`src/rtl/rv_muldiv_unit_if.sv`:
```
// Request/response bundle between the EX-stage issue logic and the RV32M unit.
//   master: issue side  -> drives flush, in_valid, func3, operand1/2, out_ready
//   slave : muldiv unit -> drives in_ready, out_valid, result, busy
interface rv_muldiv_unit_if #(
    parameter int unsigned XLEN = 32
);
    logic              flush;
    logic              in_valid;
    logic              in_ready;
    logic [2:0]        func3;
    logic [XLEN-1:0]   operand1;
    logic [XLEN-1:0]   operand2;
    logic              out_valid;
    logic              out_ready;
    logic [XLEN-1:0]   result;
    logic              busy;

    modport master (
        output flush, in_valid, func3, operand1, operand2, out_ready,
        input  in_ready, out_valid, result, busy
    );

    modport slave (
        input  flush, in_valid, func3, operand1, operand2, out_ready,
        output in_ready, out_valid, result, busy
    );
endinterface

```
`src/rtl/rv_muldiv_unit.sv`:
```
// Iterative RV32M execute unit (MUL/MULH/MULHSU/MULHU/DIV/DIVU/REM/REMU).
// One operation at a time: radix-2 shift-add multiply or restoring divide on
// unsigned magnitudes over XLEN cycles, then a single sign-fix cycle.
// Ports:
//   clk    rising-edge clock
//   rst_n  asynchronous active-low reset
//   bus    slave side of rv_muldiv_unit_if (flush, request handshake,
//          result handshake, busy)
module rv_muldiv_unit #(
    parameter int unsigned XLEN      = 32,
    parameter bit          EARLY_OUT = 1'b1
) (
    input  logic                clk,
    input  logic                rst_n,
    rv_muldiv_unit_if.slave     bus
);

    localparam int unsigned CW = $clog2(XLEN);
    localparam int unsigned AW = 2 * XLEN;
    localparam logic [XLEN-1:0] MOST_NEG = {1'b1, {(XLEN-1){1'b0}}};

    typedef enum logic [1:0] {
        IDLE = 2'd0,
        CALC = 2'd1,
        FIX  = 2'd2,
        DONE = 2'd3
    } state_e;

    state_e            state_q;
    logic [CW-1:0]     cnt_q;
    logic [2:0]        func3_q;
    logic [XLEN-1:0]   op_q;       // multiplicand (mul) or divisor (div) magnitude
    logic [AW-1:0]     acc_q;      // {hi, lo}: product, or {remainder, quotient}
    logic              neg_q;      // negate the selected result in FIX
    logic [XLEN-1:0]   result_q;
    logic              out_valid_q;
    logic              in_ready_q;
    logic              busy_q;

    // Request decode: signedness, magnitudes, early-out detection
    logic              sgn1_c;
    logic              sgn2_c;
    logic [XLEN-1:0]   mag1_c;
    logic [XLEN-1:0]   mag2_c;
    logic              div_zero_c;
    logic              div_ovf_c;
    logic              early_c;
    logic [XLEN-1:0]   early_res_c;
    logic              neg_c;

    always_comb begin
        // op1 is signed for MUL/MULH/MULHSU/DIV/REM; op2 for MUL/MULH/DIV/REM
        sgn1_c = bus.operand1[XLEN-1] &
                 (bus.func3[2] ? ~bus.func3[0] : (bus.func3[1:0] != 2'b11));
        sgn2_c = bus.operand2[XLEN-1] &
                 (bus.func3[2] ? ~bus.func3[0] : ~bus.func3[1]);
        mag1_c = sgn1_c ? (~bus.operand1 + XLEN'(1)) : bus.operand1;
        mag2_c = sgn2_c ? (~bus.operand2 + XLEN'(1)) : bus.operand2;

        div_zero_c = (bus.operand2 == '0);
        div_ovf_c  = bus.func3[2] & ~bus.func3[0] &
                     (bus.operand1 == MOST_NEG) & (&bus.operand2);
        early_c    = EARLY_OUT & bus.func3[2] & (div_zero_c | div_ovf_c);

        if (div_zero_c) begin
            early_res_c = bus.func3[1] ? bus.operand1 : '1;
        end else begin
            early_res_c = bus.func3[1] ? '0 : bus.operand1;
        end

        // Remainder follows the dividend; a zero divisor leaves the quotient
        // at all ones regardless of operand signs.
        if (bus.func3[2] & bus.func3[1]) begin
            neg_c = sgn1_c;
        end else begin
            neg_c = (sgn1_c ^ sgn2_c) & ~(bus.func3[2] & div_zero_c);
        end
    end

    // One multiply or divide iteration
    logic [XLEN:0]     mul_sum_c;
    logic [XLEN:0]     div_diff_c;
    logic [AW-1:0]     acc_d;

    always_comb begin
        mul_sum_c  = {1'b0, acc_q[AW-1:XLEN]} +
                     (acc_q[0] ? {1'b0, op_q} : {(XLEN+1){1'b0}});
        div_diff_c = {acc_q[AW-1:XLEN], acc_q[XLEN-1]} - {1'b0, op_q};
        if (func3_q[2]) begin
            if (!div_diff_c[XLEN]) begin
                acc_d = {div_diff_c[XLEN-1:0], acc_q[XLEN-2:0], 1'b1};
            end else begin
                acc_d = {acc_q[AW-2:XLEN], acc_q[XLEN-1], acc_q[XLEN-2:0], 1'b0};
            end
        end else begin
            acc_d = {mul_sum_c, acc_q[XLEN-1:1]};
        end
    end

    // Sign fix and result select
    logic [AW-1:0]     prod_c;
    logic [XLEN-1:0]   quo_c;
    logic [XLEN-1:0]   rem_c;
    logic [XLEN-1:0]   fix_res_c;

    always_comb begin
        prod_c = neg_q ? (~acc_q + AW'(1)) : acc_q;
        quo_c  = neg_q ? (~acc_q[XLEN-1:0] + XLEN'(1)) : acc_q[XLEN-1:0];
        rem_c  = neg_q ? (~acc_q[AW-1:XLEN] + XLEN'(1)) : acc_q[AW-1:XLEN];
        case (func3_q)
            3'b000:                 fix_res_c = prod_c[XLEN-1:0];
            3'b001, 3'b010, 3'b011: fix_res_c = prod_c[AW-1:XLEN];
            3'b100, 3'b101:         fix_res_c = quo_c;
            default:                fix_res_c = rem_c;
        endcase
    end

    // Control FSM and datapath registers
    always_ff @(posedge clk or negedge rst_n) begin
        if (!rst_n) begin
            state_q     <= IDLE;
            cnt_q       <= '0;
            func3_q     <= '0;
            op_q        <= '0;
            acc_q       <= '0;
            neg_q       <= 1'b0;
            result_q    <= '0;
            out_valid_q <= 1'b0;
            in_ready_q  <= 1'b1;
            busy_q      <= 1'b0;
        end else if (bus.flush) begin
            // Kill wins over accept and over the result handshake
            state_q     <= IDLE;
            out_valid_q <= 1'b0;
            in_ready_q  <= 1'b1;
            busy_q      <= 1'b0;
        end else begin
            case (state_q)
                IDLE: begin
                    if (bus.in_valid) begin
                        func3_q    <= bus.func3;
                        neg_q      <= neg_c;
                        op_q       <= bus.func3[2] ? mag2_c : mag1_c;
                        acc_q      <= {{XLEN{1'b0}}, (bus.func3[2] ? mag1_c : mag2_c)};
                        in_ready_q <= 1'b0;
                        busy_q     <= 1'b1;
                        if (early_c) begin
                            result_q    <= early_res_c;
                            out_valid_q <= 1'b1;
                            state_q     <= DONE;
                        end else begin
                            cnt_q   <= CW'(XLEN - 1);
                            state_q <= CALC;
                        end
                    end
                end
                CALC: begin
                    acc_q <= acc_d;
                    if (cnt_q == '0) begin
                        state_q <= FIX;
                    end else begin
                        cnt_q <= cnt_q - CW'(1);
                    end
                end
                FIX: begin
                    result_q    <= fix_res_c;
                    out_valid_q <= 1'b1;
                    state_q     <= DONE;
                end
                DONE: begin
                    if (bus.out_ready) begin
                        out_valid_q <= 1'b0;
                        in_ready_q  <= 1'b1;
                        busy_q      <= 1'b0;
                        state_q     <= IDLE;
                    end
                end
                default: begin
                    state_q <= IDLE;
                end
            endcase
        end
    end

    assign bus.in_ready  = in_ready_q;
    assign bus.out_valid = out_valid_q;
    assign bus.result    = result_q;
    assign bus.busy      = busy_q;

endmodule

```
`src/flat_wrapper.sv`:
```
// flat-port wrapper written by rule: the top's interface ports become plain ports
module rv_muldiv_unit_flat 
#(
    parameter int unsigned XLEN      = 32,
    parameter bit          EARLY_OUT = 1'b1
)
  (clk, rst_n, bus_flush, bus_in_valid, bus_func3, bus_operand1, bus_operand2, bus_out_ready, bus_in_ready, bus_out_valid, bus_result, bus_busy);
  rv_muldiv_unit_if #(.XLEN(XLEN)) bus_i ();
  input  logic clk;
  input  logic rst_n;
  input wire logic [$bits(bus_i.flush)-1:0] bus_flush;
  input wire logic [$bits(bus_i.in_valid)-1:0] bus_in_valid;
  input wire logic [$bits(bus_i.func3)-1:0] bus_func3;
  input wire logic [$bits(bus_i.operand1)-1:0] bus_operand1;
  input wire logic [$bits(bus_i.operand2)-1:0] bus_operand2;
  input wire logic [$bits(bus_i.out_ready)-1:0] bus_out_ready;
  output wire logic [$bits(bus_i.in_ready)-1:0] bus_in_ready;
  output wire logic [$bits(bus_i.out_valid)-1:0] bus_out_valid;
  output wire logic [$bits(bus_i.result)-1:0] bus_result;
  output wire logic [$bits(bus_i.busy)-1:0] bus_busy;
  assign bus_i.flush = bus_flush;
  assign bus_i.in_valid = bus_in_valid;
  assign bus_i.func3 = bus_func3;
  assign bus_i.operand1 = bus_operand1;
  assign bus_i.operand2 = bus_operand2;
  assign bus_i.out_ready = bus_out_ready;
  assign bus_in_ready = bus_i.in_ready;
  assign bus_out_valid = bus_i.out_valid;
  assign bus_result = bus_i.result;
  assign bus_busy = bus_i.busy;
  rv_muldiv_unit #(.XLEN(XLEN), .EARLY_OUT(EARLY_OUT)) u_core (.clk(clk), .rst_n(rst_n), .bus(bus_i));
endmodule
```
`config.mk`:
```
export PLATFORM = sky130hd
export DESIGN_NAME = rv_muldiv_unit_flat
export DESIGN_NICKNAME = d
export VERILOG_FILES = /design/src/rtl/rv_muldiv_unit_if.sv /design/src/rtl/rv_muldiv_unit.sv /design/src/flat_wrapper.sv
export SDC_FILE = /design/constraint.sdc
export NUM_CORES = 1
export LEC_CHECK = 0
export CAP_MARGIN = 10
export CELL_PAD_IN_SITES_DETAIL_PLACEMENT = 1
export CELL_PAD_IN_SITES_GLOBAL_PLACEMENT = 2
export CORE_UTILIZATION = 32
export DETAILED_ROUTE_END_ITERATION = 12
export PLACE_DENSITY_LB_ADDON = 0.1
export RECOVER_POWER = 25
export SKIP_LAST_GASP = 1
export SYNTH_ARGS = -nofsm -noshare
export SYNTH_HDL_FRONTEND = slang
export SYNTH_SLANG_ARGS = --single-unit
```
`constraint.sdc`:
```
create_clock -name clk -period 3.4 [get_ports clk]
set_input_delay 0.85 -clock clk [delete_from_list [all_inputs] [get_ports clk]]
set_output_delay 0.85 -clock clk [all_outputs]
set_load 0.01 [all_outputs]
```
==> summary.md <==
| Metric | Value |
|---|---|
| Wire per inst | 24.70 microns |
| Row cnt | 78 |
| Synth Warn # | 0 |
| RR Startpoint | u_core.acc_q[0] |
| Flip-flop and latch count after synthesis | approximately 140 |
| Post-layout min period | 3393 ps |
| Share of layout cells above drive strength 1 | 30.61% |
| Max-cap violations | 1 |
| Core area | 0.04558 sq mm |
| Final hold vios | 0 |
| Total track usage | 31.92% |
| Filler Cell Count | approximately 5.5k |
| H-tree levels | 4 |
| Drt drc | 0 |
| Die footprint | 0.04723 sq mm |
| CTS Buffer Depth | 2 |
| Ant diodes | 0 |
| Post-synth EDFFs | 0 |
| Met1 Use GR | 40.87% |
| Drt pass-1 iters | 5 |
| Commonest non-fill, non-tap cell in the layout | buf_4 |
| Crit path max-delay cell type | dfrtp_2 |
| RSZ-0062 raised after global routing | true |
| GP Congestion | 0.9293 |
| Met2 usage | 54.62% |
| Slew Limit Headroom | -74.20% |
| Number of CTS-inserted buffers | 17 |
| Mapped cell area | 0.01484 sq mm |
| Worst-case clock skew | 18.18 ps |
| Final max-slew violation count | 46 |
| Clock transition at path regs | 70 ps |
| Startpoint Class | flip-flop |
| Die Y | 217.3 microns |
| Met3 Use GR | 4.486% |
| Peak VDD IR | between 0.0005 and 0.0006 V |
| Max FO, Critical Path | 4 |
| Gr ovfl total | 0 |
| Main flop type after synthesis | dfrtp_1 |
| Unique masters post-synth | 76 |
| Synth async-reset ratio | 100.0% |
| Clock sink total | between 100 and 150 |
| Hold crit path type | reg -> reg |
| Final setup viols | 0 |
| Leak Pwr | ~0.0096 uW |
| Mapped Nets | 2147 |
| Largest stage delay, worst path | 450 ps |
| Sum Neg Setup Slack | 0 ps |
| Crit path kind | reg -> reg |
| Crit-path cells | buf_4 > buf_4 > nand2_2 > inv_1 > ha_4 > a211oi_2 > o21ai_1 > or3b_4 > o21ai_4 > o21a_4 > buf_6 > a311oi_4 > nor3_2 > a31oi_1 > o211ai_1 > a221o_1 |
| Mean Syn Cell Area | 7.426 sq um |
| Commonest cells after routing, fill and taps aside | buf_4 (461), a21oi_1 (190), nand2_1 (178) |
| Seq/Total Area, Yosys | 23.96% |
| Via count | around 18k |
| Syn Inst Count | around 2.0k |
| Fin worst setup slack | 6.743 ps |
| Global-route wire length before repair | 112.5 mm |
| Initial antenna violation count | 2 |
| Post-synthesis to final-layout area growth | 48.01% |
| Crit path top cell by count | buf_4 |
| Fmax | ~290 MHz |
| DRT antenna net count | 0 |
| Crit end category | flip-flop |
| Cts hold-fix bufs | 0 |
| WL final | 76.48 mm |
| I/O Buffers | 106 |
| Number of global-route vias before repair | 17.89k |
| Initial Utilization | between 30% and 40% |
| GR peak layer | met2 |
| Crit path DAT | 3770 ps |
| Status | complete, but fails checks |
| P per Cell Area | 988.7 mW/mm^2 |
| DRT iter0 DRCs | 1058 |
| Hold path start | u_core.op_q[4] |
| Synth area leaders | dfrtp_1 (24%), a21oi_1 (7.3%), o21ai_0 (7.0%) |
| Cell taking the most area after synthesis | dfrtp_1 |
| Slew @ Worst Pin | 2613 ps |
| Critical Path Start | u_core.acc_q[0] |
| Boundary pin count | 107 |
| TritonCTS clock tree | yes |
| Post-layout nets | between 2k and 3k |
| Vias per cell | 5.672 |
| Hold WS | 484.4 ps |
| Largest net degree at the start of global routing | 94 |
| DP HPWL | 60.26 mm |
| Final Cycle Share | between 90% and 100% |
| Root Buffer | clkbuf_16 |
| Die X | around 220 microns |
| Post-place setup slack | -616.3 ps |
| Failing checks | max-capacitance violations, max-slew violations |
| Worst EP required | 3780 ps |
| Synth top area share | 23.78% |
| Clk Latency, worst-skew pair | about 500 ps |
==> flip-flops by register name, summed over array words and instances, names as in the netlist <==
register,count
u_core.neg_q,1
u_core.cnt_q,5
u_core.bus.busy,1
u_core.op_q,32
u_core.acc_q,64
u_core.state_q,2
u_core.func3_q,3
u_core.bus.in_ready,1
u_core.bus.result,32
u_core.bus.out_valid,1
==> repair_timing <==
| action | 4_1_cts | 5_1_grt |
|---|---|---|
| pin swaps | 46 | 104 |
| endpoints found under the setup margin | 64 | 87 |
| resized for setup | 121 | 193 |
| gates cloned | 4 | 3 |
| setup buffers | 25 | 18 |
==> final timing paths <==
check	to	slack [ps]	cells after the start
worst max-delay path	u_core.acc_q[60]	7	16
worst max register to register	u_core.acc_q[60]	7	16
min in group asynchronous	u_core.op_q[21]	1290	1
worst min-delay path	u_core.op_q[4]	480	2
max in group asynchronous	u_core.acc_q[41]	380	1
worst min register to register	u_core.op_q[4]	480	2
==> critical path: cells and delay by family, from the launching register on <==
family	cells	cell delay, ps
AOI/OAI and AO/OA	8	1700
buffers and inverters	4	480
DFF	1	450
and+or+nand+nor	3	430
adders and majority gates	1	220
==> cell families (layout without fill, tap and decap cells) <==
logic type | Yosys count | after routing | synth area share (%)
flip-flops | 142 | 142 | 23.96
XOR/XNOR | 171 | 171 | 10.09
adder cells (fa/ha/maj) | 79 | 79 | 6.729
AND/OR/NAND/NOR | 615 | 615 | 19.61
multiplexers | 61 | 61 | 4.267
AO/OA/AOI/OAI | 714 | 715 | 29.68
buffers and inverters | 216 | 713 | 5.658
==> synthesized netlist by cell type (all sizes together) (23+ instances only) <==
master  number
xnor2       95
a21oi      215
nand2      186
or3         29
o31ai       41
a211oi      34
mux2i       43
a22oi       24
inv         83
nor3        35
xor2        76
a21o        37
buf         23
dfrtp      141
nand3       38
ha          75
nand2b      30
clkbuf     110
nor2       193
o21ai      211
==> where the power goes <==
group	internal, uW	switching (uW)
combinational	7440	9270
sequential	2350	646
clock	1040	974
total	10800	10900
==> through the flow <==
| stage | cells | util, % | total power, uW | area, sq um |
|---|---|---|---|---|
| final | 3096 | 48.19 | 21710 | 21960 |
| after global routing | 3096 | 48.19 | 22980 | 21960 |
| after CTS | 3079 | 46.13 | 20780 | 21020 |
| after detailed placement | 3020 | 43.08 | 17440 | 19630 |
| after global placement | 3020 | 43.08 | 17220 | 19630 |
| after floorplan | 1998 | - | 10950 | 14860 |
==> per-layer routing <==
| layer | up-vias | share of wire [%] |
|---|---|---|
| li1 | 8234 | - |
| met1 | 8840 | 45 |
| met2 | 394 | 49 |
| met3 | 89 | 3.5 |
| met4 | 4 | 3.2 |
| met5 | - | 0.039 |
==> cell type report <==
class	instances	area (sq um)	share of cell area, %
multi-input combinational	1641	11680	53.20
timing repair buffer	598	5054	23.01
sequential	142	3562	16.22
tap	600	750.7	3.418
clock buffer	17	425.4	1.937
inverter	83	316.6	1.441
clock inverter	15	170.2	0.7748
No activity file was read; power rests on OpenSTA's default activity.
==> edit: new RTL, same flow settings <==
`XLEN` is set to 32 in 3 places; all go to 16.
--- a/src/rtl/rv_muldiv_unit_if.sv
+++ b/src/rtl/rv_muldiv_unit_if.sv
@@ -4,3 +4,3 @@
 interface rv_muldiv_unit_if #(
-    parameter int unsigned XLEN = 32
+    parameter int unsigned XLEN = 16
 );
--- a/src/rtl/rv_muldiv_unit.sv
+++ b/src/rtl/rv_muldiv_unit.sv
@@ -9,3 +9,3 @@
 module rv_muldiv_unit #(
-    parameter int unsigned XLEN      = 32,
+    parameter int unsigned XLEN      = 16,
     parameter bit          EARLY_OUT = 1'b1
--- a/src/flat_wrapper.sv
+++ b/src/flat_wrapper.sv
@@ -3,3 +3,3 @@
 #(
-    parameter int unsigned XLEN      = 32,
+    parameter int unsigned XLEN      = 16,
     parameter bit          EARLY_OUT = 1'b1
Ports: changed (resized bus_operand1, bus_operand2 and bus_result); port bits go from 107 to 59. No check against the original RTL was run, so the function may have changed too.
==> edit against the unedited design <==
  * Total power decreased by 59%
  * Routed wire length decreased by 60%
  * Critical path depth decreased by 8
  * Final area decreased by 56%
  * Setup slack improved by 0.15 ns
  * Combinational power decreased by 64%
  * Sequential cell count decreased by 65
  * Area after synthesis decreased by 48%
  * Critical endpoint is now u_core.bus.result[14]
  * Highest routed layer is now met4
==> edit: results (changes against the unedited design) <==
* Post-synthesis cell count at 1012 (-49%)
* Vias per inst at 5.46 (-3.7%)
* Routed wire length at 30800 um (-60%)
* XOR/XNOR Fraction of Synth Area at 0.0866 (-0.0143)
* VDD IR max at 315 uV (-39%)
* Crit path DAT at 3.47 ns (-0.30 ns)
* Post-synth top area share at 0.248 (+0.00972)
* Port Buf Inserts at 58 (-45%)
* Status: finished clean
* M3 GR Usage at 0.0242 (-0.0206)
* Post-synthesis compound-gate area fraction at 0.281 (-0.0162)
* HPWL Detailed at 24500 um (-59%)
* Largest cells by area after synthesis: dfrtp_1 (25%), ha_1 (6.8%), a21oi_1 (6.7%)
* Post-Route M1 WL at 15700 um (-54%)
* Sw Share at 0.507 (+0.00585)
* Detailed Route Iter0 Violations at 412 (-61%)
* Routed via count at 7947 (-55%)
* Clock power share at 0.118 (+0.025)
* Multi-input logic area at 0.00537 mm2 (-54%)
* Combinational Power Share at 0.683 (-0.086)
* Crit Path Max Fanout at 9 (+5)
* Met1 Usage GRT at 0.375 (-0.0335)
* Setup slack after placement at -0.324 ns (+0.293 ns)
* Synth cell types at 74 (-2.6%)
* Synth cell count leaders: nor2_1 (109), a21oi_1 (103), o21ai_0 (96), nand2_1 (86), dfrtp_1 (76)
* Post-CTS resize count at 0 (-100%)
* Global-route wire length before repair at 48100 um (-57%)
* Total GRT Usage at 0.260 (-0.0593)
* GR Util met2 at 0.425 (-0.121)
==> edit: cells by family after synthesis <==
logic type / after synthesis
AO/OA/AOI/OAI: 346
multiplexers: 40
XOR/XNOR: 76
adder cells (fa/ha/maj): 46
flip-flops: 77
AND/OR/NAND/NOR: 318
buffers and inverters: 109
==> edit: cell type report <==
type / instances / area share
clock buffer: 9 / 0.0234
clock inverter: 7 / 0.00845
inverter: 49 / 0.0191
multi-input combinational: 826 / 0.557
sequential: 77 / 0.200
tap: 319 / 0.0415
timing repair buffer: 168 / 0.150
==> edit: path summary, 6_finish.rpt <==
kind	endpoint	slack, ns	cells after the start
worst min register to register	u_core.op_q[6]	0.49	2
max in group asynchronous	u_core.acc_q[1]	0.98	2
worst max register to register	u_core.bus.result[14]	0.15	8
worst min-delay path	u_core.op_q[6]	0.49	2
worst max-delay path	u_core.bus.result[14]	0.15	8
min in group asynchronous	u_core.bus.result[1]	0.75	1
